## src/rtl/unified_mem_arbiter.sv

```systemverilog
`default_nettype none
// ============================================================================
// Module      : unified_mem_arbiter
// Description : Shares one multi-cycle backing memory port between the
//               instruction-fetch (IF) and data-memory (DM) pipeline stages.
//               Contains the grant FSM, request/ack handshakes, an IF
//               starvation guard, a backend response timeout and the
//               pipeline stall generation.
// Revision    : 1.0 - initial release
// ============================================================================
module unified_mem_arbiter #(
    parameter int ADDR_W     = 32,
    parameter int DATA_W     = 32,
    parameter int STARVE_LIM = 3,
    parameter int TIMEOUT    = 64
) (
    input  logic              clk_i,
    input  logic              rst_i,
    // instruction fetch port
    input  logic              if_req_i,
    input  logic [ADDR_W-1:0] if_addr_i,
    output logic              if_ack_o,
    output logic [DATA_W-1:0] if_rdata_o,
    // data memory port
    input  logic              dm_req_i,
    input  logic              dm_we_i,
    input  logic [ADDR_W-1:0] dm_addr_i,
    input  logic [DATA_W-1:0] dm_wdata_i,
    output logic              dm_ack_o,
    output logic [DATA_W-1:0] dm_rdata_o,
    // backing memory port
    output logic              mem_req_o,
    output logic              mem_we_o,
    output logic [ADDR_W-1:0] mem_addr_o,
    output logic [DATA_W-1:0] mem_wdata_o,
    input  logic              mem_ack_i,
    input  logic [DATA_W-1:0] mem_rdata_i,
    // status
    output logic              stall_o,
    output logic              err_o,
    output logic              busy_o
);

    // Counter widths; guarded so degenerate parameter values still give
    // at least a one-bit counter.
    localparam int SC_W = (STARVE_LIM > 0) ? $clog2(STARVE_LIM + 1) : 1;
    localparam int WC_W = (TIMEOUT > 1) ? $clog2(TIMEOUT) : 1;

    localparam logic [SC_W-1:0] C_STARVE_MAX = SC_W'(STARVE_LIM);
    localparam logic [WC_W-1:0] C_WAIT_LAST  = WC_W'(TIMEOUT - 1);

    typedef enum logic [1:0] {
        S_IDLE     = 2'd0,
        S_GRANT_IF = 2'd1,
        S_GRANT_DM = 2'd2,
        S_RESP     = 2'd3
    } state_t;

    state_t            state_q,     state_d;
    logic [SC_W-1:0]   starve_q,    starve_d;
    logic [WC_W-1:0]   wait_q,      wait_d;
    logic              mem_req_q,   mem_req_d;
    logic              mem_we_q,    mem_we_d;
    logic [ADDR_W-1:0] mem_addr_q,  mem_addr_d;
    logic [DATA_W-1:0] mem_wdata_q, mem_wdata_d;
    logic              if_ack_q,    if_ack_d;
    logic              dm_ack_q,    dm_ack_d;
    logic              err_q,       err_d;
    logic [DATA_W-1:0] if_rdata_q,  if_rdata_d;
    logic [DATA_W-1:0] dm_rdata_q,  dm_rdata_d;
    logic              busy_q,      busy_d;

    logic              grant_if;
    logic              grant_dm;
    logic              owner_dm;
    logic              finish_txn;
    logic              timed_out;

    // Next-state, grant arbitration and datapath capture.
    always_comb begin
        state_d     = state_q;
        starve_d    = starve_q;
        wait_d      = wait_q;
        mem_req_d   = mem_req_q;
        mem_we_d    = mem_we_q;
        mem_addr_d  = mem_addr_q;
        mem_wdata_d = mem_wdata_q;
        if_rdata_d  = if_rdata_q;
        dm_rdata_d  = dm_rdata_q;
        if_ack_d    = 1'b0;
        dm_ack_d    = 1'b0;
        err_d       = 1'b0;
        grant_if    = 1'b0;
        grant_dm    = 1'b0;
        owner_dm    = (state_q == S_GRANT_DM);
        finish_txn  = 1'b0;
        timed_out   = 1'b0;

        case (state_q)
            S_IDLE: begin
                // DM normally wins a tie; IF is forced ahead once it has
                // been passed over STARVE_LIM times in a row.
                grant_if = if_req_i & (~dm_req_i | (starve_q == C_STARVE_MAX));
                grant_dm = dm_req_i & ~grant_if;
                wait_d   = '0;
                if (grant_if) begin
                    state_d     = S_GRANT_IF;
                    mem_req_d   = 1'b1;
                    mem_we_d    = 1'b0;
                    mem_addr_d  = if_addr_i;
                    mem_wdata_d = '0;
                    starve_d    = '0;
                end else if (grant_dm) begin
                    state_d     = S_GRANT_DM;
                    mem_req_d   = 1'b1;
                    mem_we_d    = dm_we_i;
                    mem_addr_d  = dm_addr_i;
                    mem_wdata_d = dm_wdata_i;
                    if (if_req_i && (starve_q != C_STARVE_MAX)) begin
                        starve_d = starve_q + 1'b1;
                    end
                end
            end

            S_GRANT_IF, S_GRANT_DM: begin
                if (mem_ack_i) begin
                    finish_txn = 1'b1;
                end else if (wait_q == C_WAIT_LAST) begin
                    finish_txn = 1'b1;
                    timed_out  = 1'b1;
                end else begin
                    wait_d = wait_q + 1'b1;
                end

                if (finish_txn) begin
                    state_d   = S_RESP;
                    mem_req_d = 1'b0;
                    err_d     = timed_out;
                    if_ack_d  = ~owner_dm;
                    dm_ack_d  = owner_dm;
                    // An aborted read returns zero; writes never touch
                    // the DM read-data register.
                    if (!owner_dm) begin
                        if_rdata_d = timed_out ? '0 : mem_rdata_i;
                    end else if (!mem_we_q) begin
                        dm_rdata_d = timed_out ? '0 : mem_rdata_i;
                    end
                end
            end

            S_RESP: begin
                // Ack/err pulse is visible this cycle; requests are only
                // re-sampled back in IDLE so a held req is not reissued.
                wait_d  = '0;
                state_d = S_IDLE;
            end

            default: begin
                state_d   = S_IDLE;
                mem_req_d = 1'b0;
                wait_d    = '0;
            end
        endcase

        busy_d = (state_d != S_IDLE);
    end

    // State and registered outputs; reset drops any in-flight transaction.
    always_ff @(posedge clk_i or negedge rst_i) begin
        if (!rst_i) begin
            state_q     <= S_IDLE;
            starve_q    <= '0;
            wait_q      <= '0;
            mem_req_q   <= 1'b0;
            mem_we_q    <= 1'b0;
            mem_addr_q  <= '0;
            mem_wdata_q <= '0;
            if_ack_q    <= 1'b0;
            dm_ack_q    <= 1'b0;
            err_q       <= 1'b0;
            if_rdata_q  <= '0;
            dm_rdata_q  <= '0;
            busy_q      <= 1'b0;
        end else begin
            state_q     <= state_d;
            starve_q    <= starve_d;
            wait_q      <= wait_d;
            mem_req_q   <= mem_req_d;
            mem_we_q    <= mem_we_d;
            mem_addr_q  <= mem_addr_d;
            mem_wdata_q <= mem_wdata_d;
            if_ack_q    <= if_ack_d;
            dm_ack_q    <= dm_ack_d;
            err_q       <= err_d;
            if_rdata_q  <= if_rdata_d;
            dm_rdata_q  <= dm_rdata_d;
            busy_q      <= busy_d;
        end
    end

    // Stall drops in the ack cycle so the pipeline registers advance on
    // the edge that ends it.
    assign stall_o = (if_req_i & ~if_ack_q) | (dm_req_i & ~dm_ack_q);

    assign mem_req_o   = mem_req_q;
    assign mem_we_o    = mem_we_q;
    assign mem_addr_o  = mem_addr_q;
    assign mem_wdata_o = mem_wdata_q;
    assign if_ack_o    = if_ack_q;
    assign dm_ack_o    = dm_ack_q;
    assign if_rdata_o  = if_rdata_q;
    assign dm_rdata_o  = dm_rdata_q;
    assign err_o       = err_q;
    assign busy_o      = busy_q;

endmodule
`default_nettype wire

```

## config.mk

```make
export PLATFORM = sky130hd
export DESIGN_NAME = unified_mem_arbiter
export DESIGN_NICKNAME = d
export VERILOG_FILES = /design/src/rtl/unified_mem_arbiter.sv
export SDC_FILE = /design/constraint.sdc
export NUM_CORES = 1
export LEC_CHECK = 0
export CORE_ASPECT_RATIO = 1.5
export CORE_MARGIN = 8
export CORE_UTILIZATION = 25
export DETAILED_ROUTE_END_ITERATION = 8
export SYNTH_ARGS = -nofsm -noshare
export SYNTH_HDL_FRONTEND = slang
export SYNTH_SLANG_ARGS = --single-unit
```

## constraint.sdc

```tcl
create_clock -name clk_i -period 4 [get_ports clk_i]
set_input_delay 0.4 -clock clk_i [delete_from_list [all_inputs] [get_ports clk_i]]
set_output_delay 0.4 -clock clk_i [all_outputs]
set_load 0.02 [all_outputs]
```

==> metrics.txt <==
status=finished clean; Total Routed Length=between 15,000 and 20,000 um; final hold vios=0; Internal=around 5 mW; initial antenna violation count=1; DIE WIDTH=between 100 and 150 um; via count of the first global-routing pass=4,858; switching part of the total=a little under two fifths; Crit path arrival time=between 1.5 and 2 ns; Power Dens Cells=850 nW/um^2; Crit Path Class=input pin to primary output; Post-route DRC=0; count leader, synth=dfrtp_1; CTS Buf Count=17; count of cell types in the netlist=36; Synthesis Warnings=0; IR Drop Worst-Case VDD=approximately 360 uV; Filler Cell Count=roughly 2,100; largest net degree at the start of global routing=74; Placed Cells=between 900 and 1,000; max cap viols=0; layout cells sized above 1=6.87%; Setup violations, final=0; period utilization=58.9%; synthesis-to-finish area growth=63.9%; Post-DRT Antenna Nets=0; Initial Util=about a quarter; number of synthesized flops with an enable pin=0; H-tree lvl count=4; Std-Cell Rows=67; CTS Sinks=roughly 140; r2r setup slk=between 1.5 and 2 ns; Final TNS setup=0 ns; nature of the critical path endpoint=primary output; Pins Over Slew Limit=0; Slew Limit Headroom=just over 40%; Nets=approximately 840; Logic pwr share=47.0%; Placeable Area=22,300 sq um; Post-synth top flop=dfrtp_1; Post-DP Area=about 8600 sq um; Syn Area/Cell=between 10 and 15 sq um; GRT Total Usage=roughly 14%; CP max FO=7; crit path time final=2.36 ns; FMAX=between 0.4 and 0.5 GHz; die area=roughly 28,000 sq um; drt initial violations=roughly 280; RR Startpoint=starve_q[0]; Final Power=a little under 8 mW; clk_lat worst skew=0.42 ns; async set-or-reset flop fraction in the synthesized netlist=100%; Ports=about 270; routability cong.=about 0.76; Hold Path Class=flop to flop; Switch Pwr=around 2.9 mW; RSZ-0062 raised after global routing=false; first drt pass iteration count=4; Seq/Total Area, Yosys=63.8%; post-CTS sizing=0; CP required=approximately 3.6 ns; Reg clk slew, reported paths=approximately 0.060 ns; cells on worst reg2reg path=6; Yosys top cell area share=a little under two thirds; Final Instance Area=9260 sq um; top post-synthesis cells by area=dfrtp_1, a22o_1, mux2i_1; Synth Cell Area=approximately 5700 sq um; CTS tree=yes; end point of the critical path=stall_o; Critical Path Source=if_req_i; Root Buffer=clkbuf_16; vias per inst=approximately 4.6; leakage power=just over 4 nW; register bit total from synthesis=between 100 and 150; Routed WL per cell=roughly 19 um; Final Skew=between 0.007 and 0.008 ns; Die H=200 um; clock share of power=21.4%; Cells after Synth=437; Clock Path Buffers=2; part of the power in registers=31.6%; commonest cells in the netlist=dfrtp_1, a22o_1, nand2_1; Post-DP HPWL=13,600 um; Net Count, Synth=~580; Remaining Overflow, GRT=0; Non-Filler Instances=between 900 and 1,000; Worst setup SP type=input pin; first-pass GRT wire length=29,900 um; reg2reg end=mem_addr_o[11]; Core Util, Final=about two fifths; area leader, netlist=dfrtp_1; Slew @ Worst Pin=~0.89 ns; DR vias=~4,500; count of input and output buffers=between 200 and 300
## logic make-up after synthesis
logic type               Yosys count  share of synthesized area, %
AO/OA/AOI/OAI                    146                          20.3
flip-flops                       144                          63.8
AND/OR/NAND/NOR                   69                          5.67
buffers and inverters             40                          3.37
multiplexers                      33                          5.87
adder cells (fa/ha/maj)            4                         0.886
XOR/XNOR                           1                         0.155
## worst max-delay path, cell delays in order
cell and delay [ns]:
clkdlybuf4s50_1 0.65, inv_1 0.09, o22ai_1 0.16, clkdlybuf4s50_1 0.65
## placed cells by master, fill, tap and decap left out, drive strengths merged
cell           instances
clkdlybuf4s50        267
dfrtp                144
a22o                  98
nand2                 42
o21ai                 35
mux2i                 32
clkbuf                21
buf                   10
inv                    8
nand3                  6
nand2b                 4
nor2                   4
ha                     4
clkinv                 4
nor2b                  3
bufinv                 3
a31oi                  3
o211ai                 2
a21oi                  2
nor3b                  2
and2                   2
clkinvlp               2
and3                   2
diode                  1
a22oi                  1
o22ai                  1
or3b                   1
nor3                   1
or3                    1
xnor2                  1
mux2                   1
nor4b                  1
o211a                  1
o311ai                 1
o41ai                  1
o21ba                  1
dlygate4sd3            1
## sequential cells by signal, summed over array words and instances, names as in the netlist
| signal | flops |
|---|---|
| dm_rdata_o | 32 |
| mem_wdata_o | 32 |
| if_ack_o | 1 |
| mem_we_o | 1 |
| err_o | 1 |
| mem_addr_o | 32 |
| dm_ack_o | 1 |
| busy_o | 1 |
| starve_q | 2 |
| mem_req_o | 1 |
| if_rdata_o | 32 |
| state_q | 2 |
| wait_q | 6 |
## repair_timing
action / 4_1_cts / 5_1_grt
setup buffers: 0 / 0
hold buffers: 1 / 0
endpoints found under the hold margin: 1 / 0
## stage by stage
step                setup slack (ns)  hold WS [ns]
global route                    1.53         0.505
detailed placement              1.35         0.470
floorplan                       2.25         0.104
CTS                             1.60         0.485
global placement                1.43         0.462
finish                          1.64         0.477
## power by group through the flow
stage | registers [mW] | clock network [mW] | logic (mW)
2_1_floorplan | 3.27 | 0 | 1.11
6_report | 2.49 | 1.68 | 3.70
3_3_place_gp | 2.50 | 0 | 3.74
5_1_grt | 2.59 | 1.81 | 3.94
3_5_place_dp | 2.50 | 0 | 3.75
4_1_cts | 2.50 | 1.74 | 3.76
## layout make-up
cell class / instances / area [sq um] / share of cell area (%)
sequential: 144 / 3600 / 38.9
multi-input combinational: 253 / 1880 / 20.3
antenna: 1 / 2.50 / 0.0270
tap: 276 / 345 / 3.73
clock buffer: 21 / 470 / 5.08
clock inverter: 11 / 154 / 1.66
timing repair buffer: 278 / 2790 / 30.1
inverter: 6 / 22.5 / 0.243
## worst min-delay path by stage
| stage | from | end | slack, ns | cells past startpoint |
|---|---|---|---|---|
| after global routing | mem_addr_o[30] | mem_addr_o[30] | 0.50 | 2 |
| after floorplan | rst_i | busy_o | 0.10 | 0 |
| after global placement | mem_addr_o[2] | mem_addr_o[2] | 0.46 | 2 |
| after CTS | mem_addr_o[17] | mem_addr_o[17] | 0.48 | 2 |
| after detailed placement | rst_i | dm_rdata_o[6] | 0.47 | 1 |
| final | mem_addr_o[7] | mem_addr_o[7] | 0.48 | 2 |
## layer usage
metal | wire length (um) | global-route usage, % | up-vias | share of wire [%]
li1 | - | - | 2135 | -
met3 | 1080 | 4.40 | 29 | 5.7
met4 | 547 | 6.61 | 0 | 2.9
met5 | 0 | 0 | - | 0
met2 | 9910 | 24.3 | 149 | 52
met1 | 7530 | 15.1 | 2223 | 39
Note: power is estimated with default switching activity, not from simulation.
